**src/rtl/pit_programmer.sv**
```systemverilog
// pit_programmer: host-side sequencer for the mini programmable interval timer.
//
// Takes one timer command over a valid/ready handshake. It holds the PIT in reset,
// then writes the config byte, the count high byte and the count low byte. Next it
// waits for the PIT to report that the count is loaded. After that it watches the PIT
// interrupt line: it counts rising edges and measures the number of cycles between
// them. Every output is a flop.
//
// Ports:
//   clk, rst_n          clock, synchronous active-low reset
//   cmd_valid/ready     command handshake (ready only while idle)
//   cmd_divider/repeat  PIT mode bits
//   cmd_count           PIT terminal count
//   cmd_irqs            edges to collect before finishing, 0 = until stop
//   stop                abort the running command
//   pit_rst_n           PIT reset, active low
//   cfg_data/we/addr    PIT config bus (00 config, 01 count hi, 10 count lo)
//   pit_counter_set     PIT status: count loaded
//   pit_irq             PIT interrupt line
//   busy, done, error   status; done pulses on every return to idle
//   irq_count           interrupt edges seen, saturating
//   last_period         cycles between the two most recent edges
module pit_programmer #(
    parameter int unsigned RST_CYCLES  = 2,
    parameter int unsigned SET_TIMEOUT = 15,
    parameter int unsigned PERIOD_W    = 24
) (
    input  logic                clk,
    input  logic                rst_n,
    input  logic                cmd_valid,
    output logic                cmd_ready,
    input  logic                cmd_divider,
    input  logic                cmd_repeat,
    input  logic [15:0]         cmd_count,
    input  logic [7:0]          cmd_irqs,
    input  logic                stop,
    output logic                pit_rst_n,
    output logic [7:0]          cfg_data,
    output logic                cfg_we,
    output logic [1:0]          cfg_addr,
    input  logic                pit_counter_set,
    input  logic                pit_irq,
    output logic                busy,
    output logic                done,
    output logic                error,
    output logic [7:0]          irq_count,
    output logic [PERIOD_W-1:0] last_period
);

    localparam int unsigned RST_W  = (RST_CYCLES > 1) ? $clog2(RST_CYCLES) : 1;
    localparam int unsigned WAIT_W = (SET_TIMEOUT > 1) ? $clog2(SET_TIMEOUT) : 1;
    localparam logic [RST_W-1:0]  RST_LAST  = RST_W'(RST_CYCLES - 1);
    localparam logic [WAIT_W-1:0] WAIT_LAST = WAIT_W'(SET_TIMEOUT - 1);

    typedef enum logic [2:0] {
        StIdle, StPrst, StWrCfg, StWrHi, StWrLo, StWaitSet, StMonitor
    } state_e;

    state_e              state;
    logic [RST_W-1:0]    rst_cnt;
    logic [WAIT_W-1:0]   wait_cnt;
    logic [PERIOD_W-1:0] period_cnt;
    logic                irq_prev;
    logic                divider_q;
    logic                repeat_q;
    logic [15:0]         count_q;
    logic [7:0]          irqs_q;

    logic                irq_edge;
    logic [7:0]          irq_next;
    logic [PERIOD_W-1:0] period_inc;

    always_comb begin
        irq_edge   = pit_irq & ~irq_prev;
        irq_next   = (irq_count == 8'hFF) ? 8'hFF : irq_count + 8'd1;
        period_inc = (&period_cnt) ? period_cnt : period_cnt + 1'b1;
    end

    always_ff @(posedge clk) begin
        if (!rst_n) begin
            state       <= StIdle;
            cmd_ready   <= 1'b0;
            pit_rst_n   <= 1'b0;
            cfg_data    <= 8'h00;
            cfg_we      <= 1'b0;
            cfg_addr    <= 2'b00;
            busy        <= 1'b0;
            done        <= 1'b0;
            error       <= 1'b0;
            irq_count   <= 8'h00;
            last_period <= '0;
            rst_cnt     <= '0;
            wait_cnt    <= '0;
            period_cnt  <= '0;
            irq_prev    <= 1'b0;
            divider_q   <= 1'b0;
            repeat_q    <= 1'b0;
            count_q     <= 16'h0000;
            irqs_q      <= 8'h00;
        end else begin
            done <= 1'b0;
            unique case (state)
                StIdle: begin
                    cmd_ready <= 1'b1;
                    busy      <= 1'b0;
                    pit_rst_n <= 1'b1;
                    cfg_we    <= 1'b0;
                    cfg_addr  <= 2'b00;
                    cfg_data  <= 8'h00;
                    if (cmd_valid && cmd_ready) begin
                        divider_q   <= cmd_divider;
                        repeat_q    <= cmd_repeat;
                        count_q     <= cmd_count;
                        irqs_q      <= cmd_irqs;
                        irq_count   <= 8'h00;
                        last_period <= '0;
                        error       <= 1'b0;
                        rst_cnt     <= '0;
                        pit_rst_n   <= 1'b0;
                        cmd_ready   <= 1'b0;
                        busy        <= 1'b1;
                        state       <= StPrst;
                    end
                end
                StPrst: begin
                    if (rst_cnt == RST_LAST) begin
                        pit_rst_n <= 1'b1;
                        cfg_we    <= 1'b1;
                        cfg_addr  <= 2'b00;
                        cfg_data  <= {divider_q, repeat_q, 6'b000000};
                        state     <= StWrCfg;
                    end else begin
                        rst_cnt <= rst_cnt + 1'b1;
                    end
                end
                StWrCfg: begin
                    cfg_addr <= 2'b01;
                    cfg_data <= count_q[15:8];
                    state    <= StWrHi;
                end
                StWrHi: begin
                    cfg_addr <= 2'b10;
                    cfg_data <= count_q[7:0];
                    state    <= StWrLo;
                end
                StWrLo: begin
                    cfg_we   <= 1'b0;
                    cfg_addr <= 2'b00;
                    cfg_data <= 8'h00;
                    wait_cnt <= '0;
                    state    <= StWaitSet;
                end
                StWaitSet: begin
                    // A set seen in the last allowed cycle still wins over the timeout.
                    if (pit_counter_set) begin
                        period_cnt <= '0;
                        irq_prev   <= 1'b0;
                        state      <= StMonitor;
                    end else if (wait_cnt == WAIT_LAST) begin
                        error     <= 1'b1;
                        done      <= 1'b1;
                        cmd_ready <= 1'b1;
                        busy      <= 1'b0;
                        state     <= StIdle;
                    end else begin
                        wait_cnt <= wait_cnt + 1'b1;
                    end
                end
                StMonitor: begin
                    irq_prev <= pit_irq;
                    if (irq_edge) begin
                        last_period <= period_inc;
                        period_cnt  <= '0;
                        irq_count   <= irq_next;
                        if (irqs_q != 8'h00 && irq_next == irqs_q) begin
                            done      <= 1'b1;
                            cmd_ready <= 1'b1;
                            busy      <= 1'b0;
                            state     <= StIdle;
                        end
                    end else begin
                        period_cnt <= period_inc;
                    end
                end
                default: state <= StIdle;
            endcase

            // Abort overrides the next state only; an edge seen this cycle is still counted
            // above, and done is a single pulse either way.
            if (stop && state != StIdle) begin
                state     <= StIdle;
                done      <= 1'b1;
                cmd_ready <= 1'b1;
                busy      <= 1'b0;
                pit_rst_n <= 1'b1;
                cfg_we    <= 1'b0;
                cfg_addr  <= 2'b00;
                cfg_data  <= 8'h00;
            end
        end
    end

endmodule

```
**config.mk**
```make
export PLATFORM = sky130hd
export DESIGN_NAME = pit_programmer
export DESIGN_NICKNAME = d
export VERILOG_FILES = /design/src/rtl/pit_programmer.sv
export SDC_FILE = /design/constraint.sdc
export NUM_CORES = 1
export LEC_CHECK = 0
export CAP_MARGIN = 20
export CELL_PAD_IN_SITES_DETAIL_PLACEMENT = 1
export CELL_PAD_IN_SITES_GLOBAL_PLACEMENT = 1
export CORE_MARGIN = 3
export CORE_UTILIZATION = 40
export CTS_CLUSTER_DIAMETER = 30
export DETAILED_ROUTE_END_ITERATION = 10
export PLACE_DENSITY = 0.91
export RECOVER_POWER = 25
export SLEW_MARGIN = 40
export SYNTH_ARGS = -nofsm -noshare
export SYNTH_HDL_FRONTEND = slang
export SYNTH_SLANG_ARGS = --single-unit
```
**constraint.sdc**
```tcl
create_clock -name clk -period 3.12 [get_ports clk]
set_clock_uncertainty 0.2 [all_clocks]
set_input_delay 0.624 -clock clk [delete_from_list [all_inputs] [get_ports clk]]
set_output_delay 0.624 -clock clk [all_outputs]
set_load 0.01 [all_outputs]
```
==> results by group, run 1 <==
Run status
  – Status: finished, final reports clean

Timing
  – Final-report hold violation count: 0
  – Max-slew headroom: 53.7%
  – Actual slew at the worst max-slew pin: 0.692 ns
  – Setup Viol. Count Final: 0
  – Tcrit/Tclk final: 85.3%
  – Fmax: 0.376 GHz
  – TNS Setup: 0 ns
  – RSZ-0062 raised after global routing: no
  – Min cycle time layout: 2.66 ns
  – Final worst-path setup slack: 0.459 ns
  – Hold WS: 0.249 ns
  – Final max-slew violation count: 0

Power and ir drop
  – Pint: 2.15 mW
  – Clock power frac: 37.0%
  – Flop pwr share: 49.3%
  – Gate power share: 13.8%
  – NetSw: 0.835 mW
  – Power Dens Cells: 470 nW/um^2
  – Static Leak: 2.25 nW
  – VDD IR max: 0.247 mV
  – Switch share: 28.0%
  – PnR Total Power: 2.98 mW

Synth
  – Syn Area/Cell: 7.88 sq um
  – Yosys top cell area share: 41.7%
  – FFs w/ async S/R, synth: 0%
  – Syn Inst Count: 652
  – Synth area leader: dfxtp_1
  – Library cells used by synthesis: 60
  – Synth top area cells: dfxtp_1, nand2_1, a21oi_1
  – Synth Register Bits: 107
  – Synthesized net count: 688
  – EDFF count, synth: 0
  – Post-Syn Area: 5140 sq um
  – Synth Flop Type: dfxtp_1
  – Ys Warns: 0
  – Sequential share of the synthesized area: 41.7%

Placement
  – IO Port Bufs: 79
  – Pre-CTS setup slack: 0.327 ns
  – Placer Congestion: 0.914
  – Dpl hpwl: 11700 um
  – Post-Place Cell Area: 6080 sq um
  – Inst Count DP: 874

Finish
  – Commonest non-fill, non-tap cell in the layout: nand2_1
  – Cell area after layout: 6350 sq um
  – Final nets: 753
  – Area growth syn-to-layout: 23.6%
  – Non-filler cells, final: 890
  – Finished Core Util: 51.8%
  – Share of cells above drive strength 1: 5.82%
  – N_diodes: 0
  – Commonest non-fill, non-tap cells in the layout: nand2_1, dfxtp_1, a21oi_1, nor2_1, clkdlybuf4s50_1
  – FILL cells: 1505
  – Sequential cell area: 2140 sq um
  – Multi-input logic area: 2790 sq um

Critical path
  – Arr. time, crit path: 2.74 ns
  – Crit path buffers/inverters: 0
  – Critical Path Max Stage Delay: 0.61 ns
  – Required @ worst endpoint: 3.20 ns
  – Top delay family on crit path: simple AND/OR/NAND/NOR gates
  – Critical Path Start Type: flip-flop
  – Crit-path max FO: 9
  – Slowest CP cell: nor3_2
  – Most used cell, CP: nand3_1
  – CP cell instances: ha_1 > and4_1 > nand3_1 > nor3_2 > nand3_1 > xor2_1 > o21ai_0
  – Critical path class: reg2reg
  – Critical path endpoint category: flip-flop

Routing
  – Metal2 WL: 7980 um
  – DRT antenna net count: 0
  – Via count: 5093
  – Routed len/inst: 17.8 um
  – DR DRC count: 0
  – Vias per Instance: 5.72
  – Uppermost layer routed: met4
  – WL final: 15800 um
  – DRT Pass-1 Iters: 4
  – M1 WL: 6600 um
  – Met3 WL post-DR: 708 um
  – 1st-iter DRT viols: 300

Clocking
  – Clk pin slew, worst setup/hold paths: 0.07 ns
  – Clk_lat worst skew: 0.36 ns
  – CTS tree: yes
  – Clock Tree Buf Depth: 2
  – Root buffer cell: clkbuf_16
  – Setup Buffers After CTS: 0
  – Post_cts resized: 0
  – CTS buffer count: 9
  – Sink Count: 107
  – Hold buffers post-CTS: 0
  – # H-tree levels: 3

GRT
  – First-pass GRT wire length: 26300 um
  – Grt ovf: 0
  – Initial antenna violation count: 0
  – Pin count of the biggest net entering global routing: 41
  – Vias in the first global route: 5364
  – GRT Total Usage: 22.6%

Die
  – Die area: 14200 sq um
  – I/O Pins: 80
  – Die X-Extent: 119 um
  – Core Region: 12300 sq um
  – Die Height: 119 um
  – Row Count: 40
  – Initial core utilization: 41.9%

Run
  – Max_cap viols: 0

Min path
  – Hold Path Class: reg2reg
layer usage:
metal | GRT usage, % | up-vias
li1 | - | 2459
met1 | 25.6 | 2458
met2 | 40.0 | 133
met3 | 4.13 | 43
met4 | 12.0 | 0
met5 | 0 | -
synth_stat cells, drive strengths merged, types with 3 or more instances:
| master | number |
|---|---|
| nor2 | 54 |
| o311ai | 3 |
| mux2i | 12 |
| a31oi | 15 |
| o21ai | 48 |
| xnor2 | 13 |
| nand2b | 5 |
| and3 | 7 |
| a211oi | 4 |
| buf | 11 |
| nand2 | 112 |
| a21oi | 71 |
| o22ai | 4 |
| a311oi | 3 |
| and2 | 4 |
| clkbuf | 29 |
| nor4 | 6 |
| or3 | 6 |
| xor2 | 14 |
| nor2b | 4 |
| nand4 | 14 |
| o31ai | 10 |
| nand3b | 3 |
| nand3 | 21 |
| inv | 10 |
| nor3 | 19 |
| dfxtp | 107 |
| ha | 4 |
| and4 | 6 |
| a22o | 3 |
registers in the layout (all words and copies together), names as in the netlist, 2 cells and up:
signal / flops
cfg_addr: 2
cfg_data: 8
count_q: 16
irq_count: 8
irqs_q: 8
last_period: 24
period_cnt: 24
state: 3
wait_cnt: 4
layout make-up:
cell class	instances	share of cell area, %
well taps	168	3.31
inverters	10	0.591
flip-flops and latches	107	33.7
multi-input cells	495	43.9
clock buffers	11	3.82
repair buffers	94	14.1
clock inverters	5	0.591
power by group through the flow:
stage          clock network (mW)  registers (mW)  logic [mW]
2_1_floorplan                   0            1.49       0.259
5_1_grt                      1.18            1.48       0.458
6_report                     1.10            1.47       0.410
3_3_place_gp                    0            1.50       0.394
4_1_cts                      1.12            1.47       0.418
3_5_place_dp                    0            1.50       0.416
tightest hold or removal path, cell delays in order, from the launching register on:
cell and delay [ns]:
dfxtp_1 0.32, nand2_1 0.04, o21ai_0 0.05
path summary, 6_finish.rpt:
path / from / endpoint / slack (ns) / depth (start not counted)
worst max-delay path: period_cnt[0]$_SDFFE_PN0P_ / last_period[18]$_SDFFE_PN0P_ / 0.46 / 7
worst min-delay path: last_period[20]$_SDFFE_PN0P_ / last_period[20]$_SDFFE_PN0P_ / 0.25 / 2
worst max register to register: period_cnt[0]$_SDFFE_PN0P_ / last_period[18]$_SDFFE_PN0P_ / 0.46 / 7
worst min register to register: last_period[20]$_SDFFE_PN0P_ / last_period[20]$_SDFFE_PN0P_ / 0.25 / 2
kinds of logic after synthesis:
| family | after synthesis | synth area share, % |
|---|---|---|
| AO/OA/AOI/OAI | 181 | 21.0 |
| XOR/XNOR | 27 | 4.60 |
| adder cells (fa/ha/maj) | 4 | 0.974 |
| buffers and inverters | 50 | 4.09 |
| flip-flops | 107 | 41.7 |
| multiplexers | 13 | 2.56 |
| AND/OR/NAND/NOR | 270 | 25.1 |
Power figures use the tool's default switching activity.
==> run 2: changes to the inputs <==
PLACE_DENSITY = 0.89   (was 0.91)
==> run 2 against run 1 <==
Net effect: routed wire length rose by 0.37%; power rose by 5.3%; cell count did not move; core utilization rose by 0.41 points; global-route usage fell by 0.36 points; register-to-register slack got worse by 0.12 ns; clock power rose by 15%; largest cell class unchanged; highest routed layer unchanged.
==> results by group, run 2 (synthesized netlist as in run 1, its figures left out) <==
Critical path
  – Critical path endpoint category: flip-flop
  – Required @ worst endpoint: 3.18 ns
  – Crit-path max FO: 21
  – Critical path class: reg2reg
  – Critical Path Start Type: flip-flop
  – CP cell instances: clkbuf_1 > or3_1 > or2_2 > nand2_2 > clkbuf_1 > o22ai_1 > a21o_1
  – Crit path buffers/inverters: 2
  – Slowest CP cell: or3_1
  – Arr. time, crit path: 2.84 ns
  – Top delay family on crit path: simple AND/OR/NAND/NOR gates
  – Critical Path Max Stage Delay: 0.57 ns
  – Most used cell, CP: clkbuf_1

Timing
  – Min cycle time layout: 2.78 ns
  – Final-report hold violation count: 0
  – Tcrit/Tclk final: 89.1%
  – TNS Setup: 0 ns
  – Actual slew at the worst max-slew pin: 0.776 ns
  – Setup Viol. Count Final: 0
  – Fmax: 0.360 GHz
  – Max-slew headroom: 48.1%
  – RSZ-0062 raised after global routing: no
  – Final max-slew violation count: 0

Placement
  – Placer Congestion: 0.882
  – IO Port Bufs: 79
  – Inst Count DP: 874
  – Dpl hpwl: 11300 um

Routing
  – Met3 WL post-DR: 575 um
  – Uppermost layer routed: met4
  – DRT antenna net count: 0
  – Vias per Instance: 5.73
  – Routed len/inst: 17.8 um
  – 1st-iter DRT viols: 272
  – Via count: 5099
  – WL final: 15900 um
  – Metal2 WL: 8280 um
  – DR DRC count: 0
  – DRT Pass-1 Iters: 4
  – M1 WL: 6560 um

Clocking
  – Post_cts resized: 0
  – Setup Buffers After CTS: 0
  – CTS tree: yes
  – CTS buffer count: 9
  – # H-tree levels: 3
  – Clock Tree Buf Depth: 2
  – Clk_lat worst skew: 0.36 ns
  – Hold buffers post-CTS: 0
  – Root buffer cell: clkbuf_16
  – Sink Count: 107
  – Clk pin slew, worst setup/hold paths: 0.07 ns

Finish
  – Non-filler cells, final: 890
  – Share of cells above drive strength 1: 5.96%
  – Final nets: 753
  – Multi-input logic area: 2790 sq um
  – Area growth syn-to-layout: 24.6%
  – Commonest non-fill, non-tap cells in the layout: nand2_1, dfxtp_1, a21oi_1, nor2_1, o21ai_0
  – Sequential cell area: 2140 sq um
  – Commonest non-fill, non-tap cell in the layout: nand2_1
  – N_diodes: 0
  – Largest regs: last_period x24, period_cnt x24, count_q x16
  – FILL cells: 1494

GRT
  – Pin count of the biggest net entering global routing: 41
  – Grt ovf: 0
  – Vias in the first global route: 5334
  – Initial antenna violation count: 0
  – First-pass GRT wire length: 25900 um
  – GRT Total Usage: 22.2%

Die
  – Row Count: 40
  – Die area: 14200 sq um
  – I/O Pins: 80
  – Die Height: 119 um
  – Die X-Extent: 119 um
  – Core Region: 12300 sq um
  – Initial core utilization: 41.9%

Power and ir drop
  – Power Dens Cells: 490 nW/um^2
  – VDD IR max: 0.243 mV
  – Static Leak: 2.29 nW

Run status
  – Status: finished, final reports clean

Run
  – Max_cap viols: 0

Min path
  – Hold Path Class: reg2reg
==> run 2: changes by cell type in the layout (fill, tap and decap cells not counted), moves of 2 or more <==
cell,delta
clkinvlp_4,-2
clkdlybuf4s50_1,-3
bufinv_16,+2
dlygate4sd3_1,+3
clkinv_2,+2
==> run 2: worst paths after layout <==
kind / slack (ns) / depth (start not counted) / startpoint / endpoint
setup reg to reg: 0.34 / 7 / state[2]$_SDFFE_PP0P_ / cmd_ready$_SDFFE_PN0P_
hold reg to reg: 0.25 / 2 / last_period[17]$_SDFFE_PN0P_ / last_period[17]$_SDFFE_PN0P_
setup / recovery: 0.34 / 7 / state[2]$_SDFFE_PP0P_ / cmd_ready$_SDFFE_PN0P_
hold / removal: 0.25 / 2 / last_period[17]$_SDFFE_PN0P_ / last_period[17]$_SDFFE_PN0P_
==> run 2: tightest hold or removal path, cell delays in order, from the launching register on <==
cell and delay, ns:
dfxtp_1 0.32, nand2_1 0.04, o21ai_0 0.05
==> run 2: metal layers <==
layer	vias to the layer above	global-route usage [%]
li1	2456	-
met1	2499	25.6
met2	115	40.0
met3	29	3.04
met4	0	11.2
met5	-	0
==> run 2: final cells by class <==
class / count / share of cell area (%)
Tap cell: 168 / 3.28
Sequential cell: 107 / 33.5
Inverter: 10 / 0.586
Clock inverter: 5 / 1.17
Multi-Input combinational cell: 495 / 43.6
Clock buffer: 11 / 3.95
Timing Repair Buffer: 94 / 14.0
==> run 2: metrics by stage <==
step | total power, mW | utilization [%] | hold WS (ns) | worst slack, ns | area [sq um]
after floorplan | 1.74 | - | 0.236 | 0.961 | 5140
after global placement | 1.89 | 49.6 | 0.234 | 0.458 | 6080
after detailed placement | 1.91 | 49.6 | 0.241 | 0.334 | 6080
after CTS | 3.17 | 52.3 | 0.257 | 0.354 | 6410
after global routing | 3.26 | 52.2 | 0.281 | 0.203 | 6400
final | 3.14 | 52.2 | 0.246 | 0.339 | 6400
==> run 2: report_power, final <==
part	switching [mW]	internal, mW	leakage [nW]
combinational	0.243	0.163	1.26
clock	0.526	0.743	0.165
sequential	0.0463	1.42	0.866
total	0.815	2.32	2.29
==> run 3: changes to the inputs <==
ABC_AREA = 1   (was default)
CORE_UTILIZATION = 39   (was 40)
SLEW_MARGIN = 25   (was 40)
==> run 3 against run 2 <==
Net effect: critical path depth up 8; non-clock buffer count is 8 lower; global-route usage is 1.1 points lower; worst hold slack better by 0.016 ns; via count decreased by 2.7%; core utilization is 2.7 points lower; power shrank 3.0%; sequential cell count unchanged; register-to-register slack improved by 0.19 ns; critical path type unchanged.
==> results by group, run 3 <==
Run status
  – Status: finished, final reports clean

Clocking
  – # H-tree levels: 3
  – Setup Buffers After CTS: 0
  – Root buffer cell: clkbuf_16
  – Post_cts resized: 0
  – Hold buffers post-CTS: 0
  – Clk_lat worst skew: 0.36 ns
  – Clk pin slew, worst setup/hold paths: 0.08 ns
  – CTS buffer count: 9
  – Clock Tree Buf Depth: 2
  – CTS tree: yes
  – Sink Count: 107

Synth
  – Syn Area/Cell: 7.18 sq um
  – Synth Register Bits: 107
  – EDFF count, synth: 0
  – Synth Flop Type: dfxtp_1
  – Synthesized net count: 744
  – Library cells used by synthesis: 42
  – Ys Warns: 0
  – Syn Inst Count: 708
  – Synth top area cells: dfxtp_1, nand2_1, a21oi_1
  – Most common cell in the netlist: nand2_1
  – FFs w/ async S/R, synth: 0%
  – Yosys top cell area share: 42.1%
  – Sequential share of the synthesized area: 42.1%
  – Post-Syn Area: 5080 sq um
  – Synth area leader: dfxtp_1
  – Commonest cells in the netlist: nand2_1, dfxtp_1, a21oi_1

Min path
  – Hold Path Class: reg2reg
  – HP Start: last_period[8]$_SDFFE_PN0P_
  – Hold EP: last_period[8]$_SDFFE_PN0P_
  – Hold depth: 2

Timing
  – Min cycle time layout: 2.59 ns
  – Final max-slew violation count: 0
  – Max-slew headroom: 13.0%
  – Actual slew at the worst max-slew pin: 1.30 ns
  – Hold WS: 0.262 ns
  – RSZ-0062 raised after global routing: no
  – Setup Viol. Count Final: 0
  – Tcrit/Tclk final: 83.1%
  – Fmax: 0.386 GHz
  – Final-report hold violation count: 0
  – TNS Setup: 0 ns

Power and ir drop
  – VDD IR max: 0.379 mV
  – NetSw: 0.875 mW
  – Flop pwr share: 48.7%
  – Pint: 2.17 mW
  – Power Dens Cells: 485 nW/um^2
  – Gate power share: 14.6%
  – Static Leak: 2.38 nW
  – Switch share: 28.7%
  – Clock power frac: 36.7%

Critical path
  – Slowest CP cell: dfxtp_1
  – Critical path endpoint category: flip-flop
  – Reg2reg setup slack: 0.53 ns
  – Critical Path Start Type: flip-flop
  – RR Startpoint: irq_count[0]$_SDFFE_PN0P_
  – FF-to-FF path depth: 15
  – Critical path class: reg2reg
  – FF-to-FF End: cmd_ready$_SDFFE_PN0P_
  – Crit-path max FO: 15
  – Critical Path Max Stage Delay: 0.47 ns
  – Arr. time, crit path: 2.67 ns
  – CP cell instances: ha_1 > nand2_2 > nor2_2 > nand2_2 > nand3_1 > nand2_1 > inv_1 > nand2_1 > nor2_1 > nand3_1 > nand2_2 > nand2_2 > nand2_1 > nand2_1 > a21oi_2
  – Required @ worst endpoint: 3.20 ns
  – Crit path buffers/inverters: 1
  – Top delay family on crit path: simple AND/OR/NAND/NOR gates
  – Worst setup path start: irq_count[0]$_SDFFE_PN0P_

Die
  – Die area: 14400 sq um
  – Die X-Extent: 120 um
  – Row Count: 41
  – Core Region: 12700 sq um
  – I/O Pins: 80
  – Die Height: 120 um
  – Initial core utilization: 40.1%

Finish
  – Commonest non-fill, non-tap cell in the layout: nand2_1
  – N_diodes: 0
  – Area growth syn-to-layout: 23.5%
  – Share of cells above drive strength 1: 7.80%
  – Final nets: 813
  – Largest regs: last_period x24, period_cnt x24, count_q x16
  – FILL cells: 1663
  – Commonest non-fill, non-tap cells in the layout: nand2_1, dfxtp_1, a21oi_1, inv_1, clkdlybuf4s50_1
  – Non-filler cells, final: 954
  – Cell area after layout: 6280 sq um

GRT
  – GRT Total Usage: 21.1%
  – First-pass GRT wire length: 24800 um
  – Grt ovf: 0
  – Initial antenna violation count: 0
  – Pin count of the biggest net entering global routing: 64
  – Vias in the first global route: 5347

Run
  – Max_cap viols: 0

Routing
  – DRT antenna net count: 0
  – DR DRC count: 0
  – Vias per Instance: 5.20
  – Via count: 4962
  – Routed len/inst: 15.4 um
  – DRT Pass-1 Iters: 4
  – 1st-iter DRT viols: 182
  – WL final: 14700 um

Placement
  – IO Port Bufs: 79
  – Post-Place Cell Area: 6010 sq um
  – Inst Count DP: 938
  – Placer Congestion: 0.856
  – Dpl hpwl: 10800 um
-- run 3: through the flow --
| stage | worst slack, ns | total power [mW] | utilization [%] |
|---|---|---|---|
| 3_5_place_dp | 0.486 | 1.96 | 47.4 |
| 4_1_cts | 0.558 | 3.08 | 49.7 |
| 2_1_floorplan | 1.05 | 1.80 | - |
| 6_report | 0.528 | 3.05 | 49.6 |
| 5_1_grt | 0.326 | 3.18 | 49.6 |
| 3_3_place_gp | 0.669 | 1.93 | 47.4 |
-- run 3: power by group through the flow --
stage          registers [mW]  clock network (mW)  logic [mW]
3_3_place_gp             1.51                   0       0.421
3_5_place_dp             1.52                   0       0.447
6_report                 1.48                1.12       0.445
4_1_cts                  1.48                1.13       0.458
5_1_grt                  1.49                1.19       0.505
2_1_floorplan            1.51                   0       0.297
-- run 3: per-layer routing --
metal  GRT usage, %  up-vias  part of all wire, %
met5              0        -                    0
met4           6.80        0                  1.8
met3           6.36       21                  5.0
met2           40.2       87                   53
met1           21.9     2392                   40
li1               -     2462                    -
-- run 3: worst register-to-register path, stage by stage, from the launching register on --
cell     delay (ns)
dfxtp_1        0.47
ha_1           0.31
nand2_2        0.09
nor2_2         0.10
nand2_2        0.20
nand3_1        0.15
nand2_1        0.06
inv_1          0.05
nand2_1        0.05
nor2_1         0.17
nand3_1        0.19
nand2_2        0.15
nand2_2        0.06
nand2_1        0.07
nand2_1        0.06
a21oi_2        0.14
-- run 3: cell families after synthesis --
group                    after synthesis  synth area share [%]
AO/OA/AOI/OAI                        154                  16.3
buffers and inverters                102                  8.17
multiplexers                           1                 0.197
adder cells (fa/ha/maj)                4                 0.985
XOR/XNOR                              21                  3.62
AND/OR/NAND/NOR                      319                  28.6
flip-flops                           107                  42.1
-- run 3: final cells by class --
cell class / count / area (sq um) / area share, %
sequential: 107 / 2140 / 34.1
clock inverter: 6 / 50.0 / 0.797
inverter: 74 / 278 / 4.42
tap: 172 / 215 / 3.43
timing repair buffer: 86 / 837 / 13.3
clock buffer: 10 / 239 / 3.81
multi-input combinational: 499 / 2520 / 40.1
-- run 3: worst max path at each step --
stage / to / cells after the start / slack, ns
after floorplan: cmd_ready$_SDFFE_PN0P_ / 14 / 1.05
after global placement: count_q[2]$_SDFFE_PN0P_ / 6 / 0.67
after detailed placement: count_q[9]$_SDFFE_PN0P_ / 6 / 0.49
after CTS: cmd_ready$_SDFFE_PN0P_ / 15 / 0.56
after global routing: cmd_ready$_SDFFE_PN0P_ / 15 / 0.33
final: cmd_ready$_SDFFE_PN0P_ / 15 / 0.53
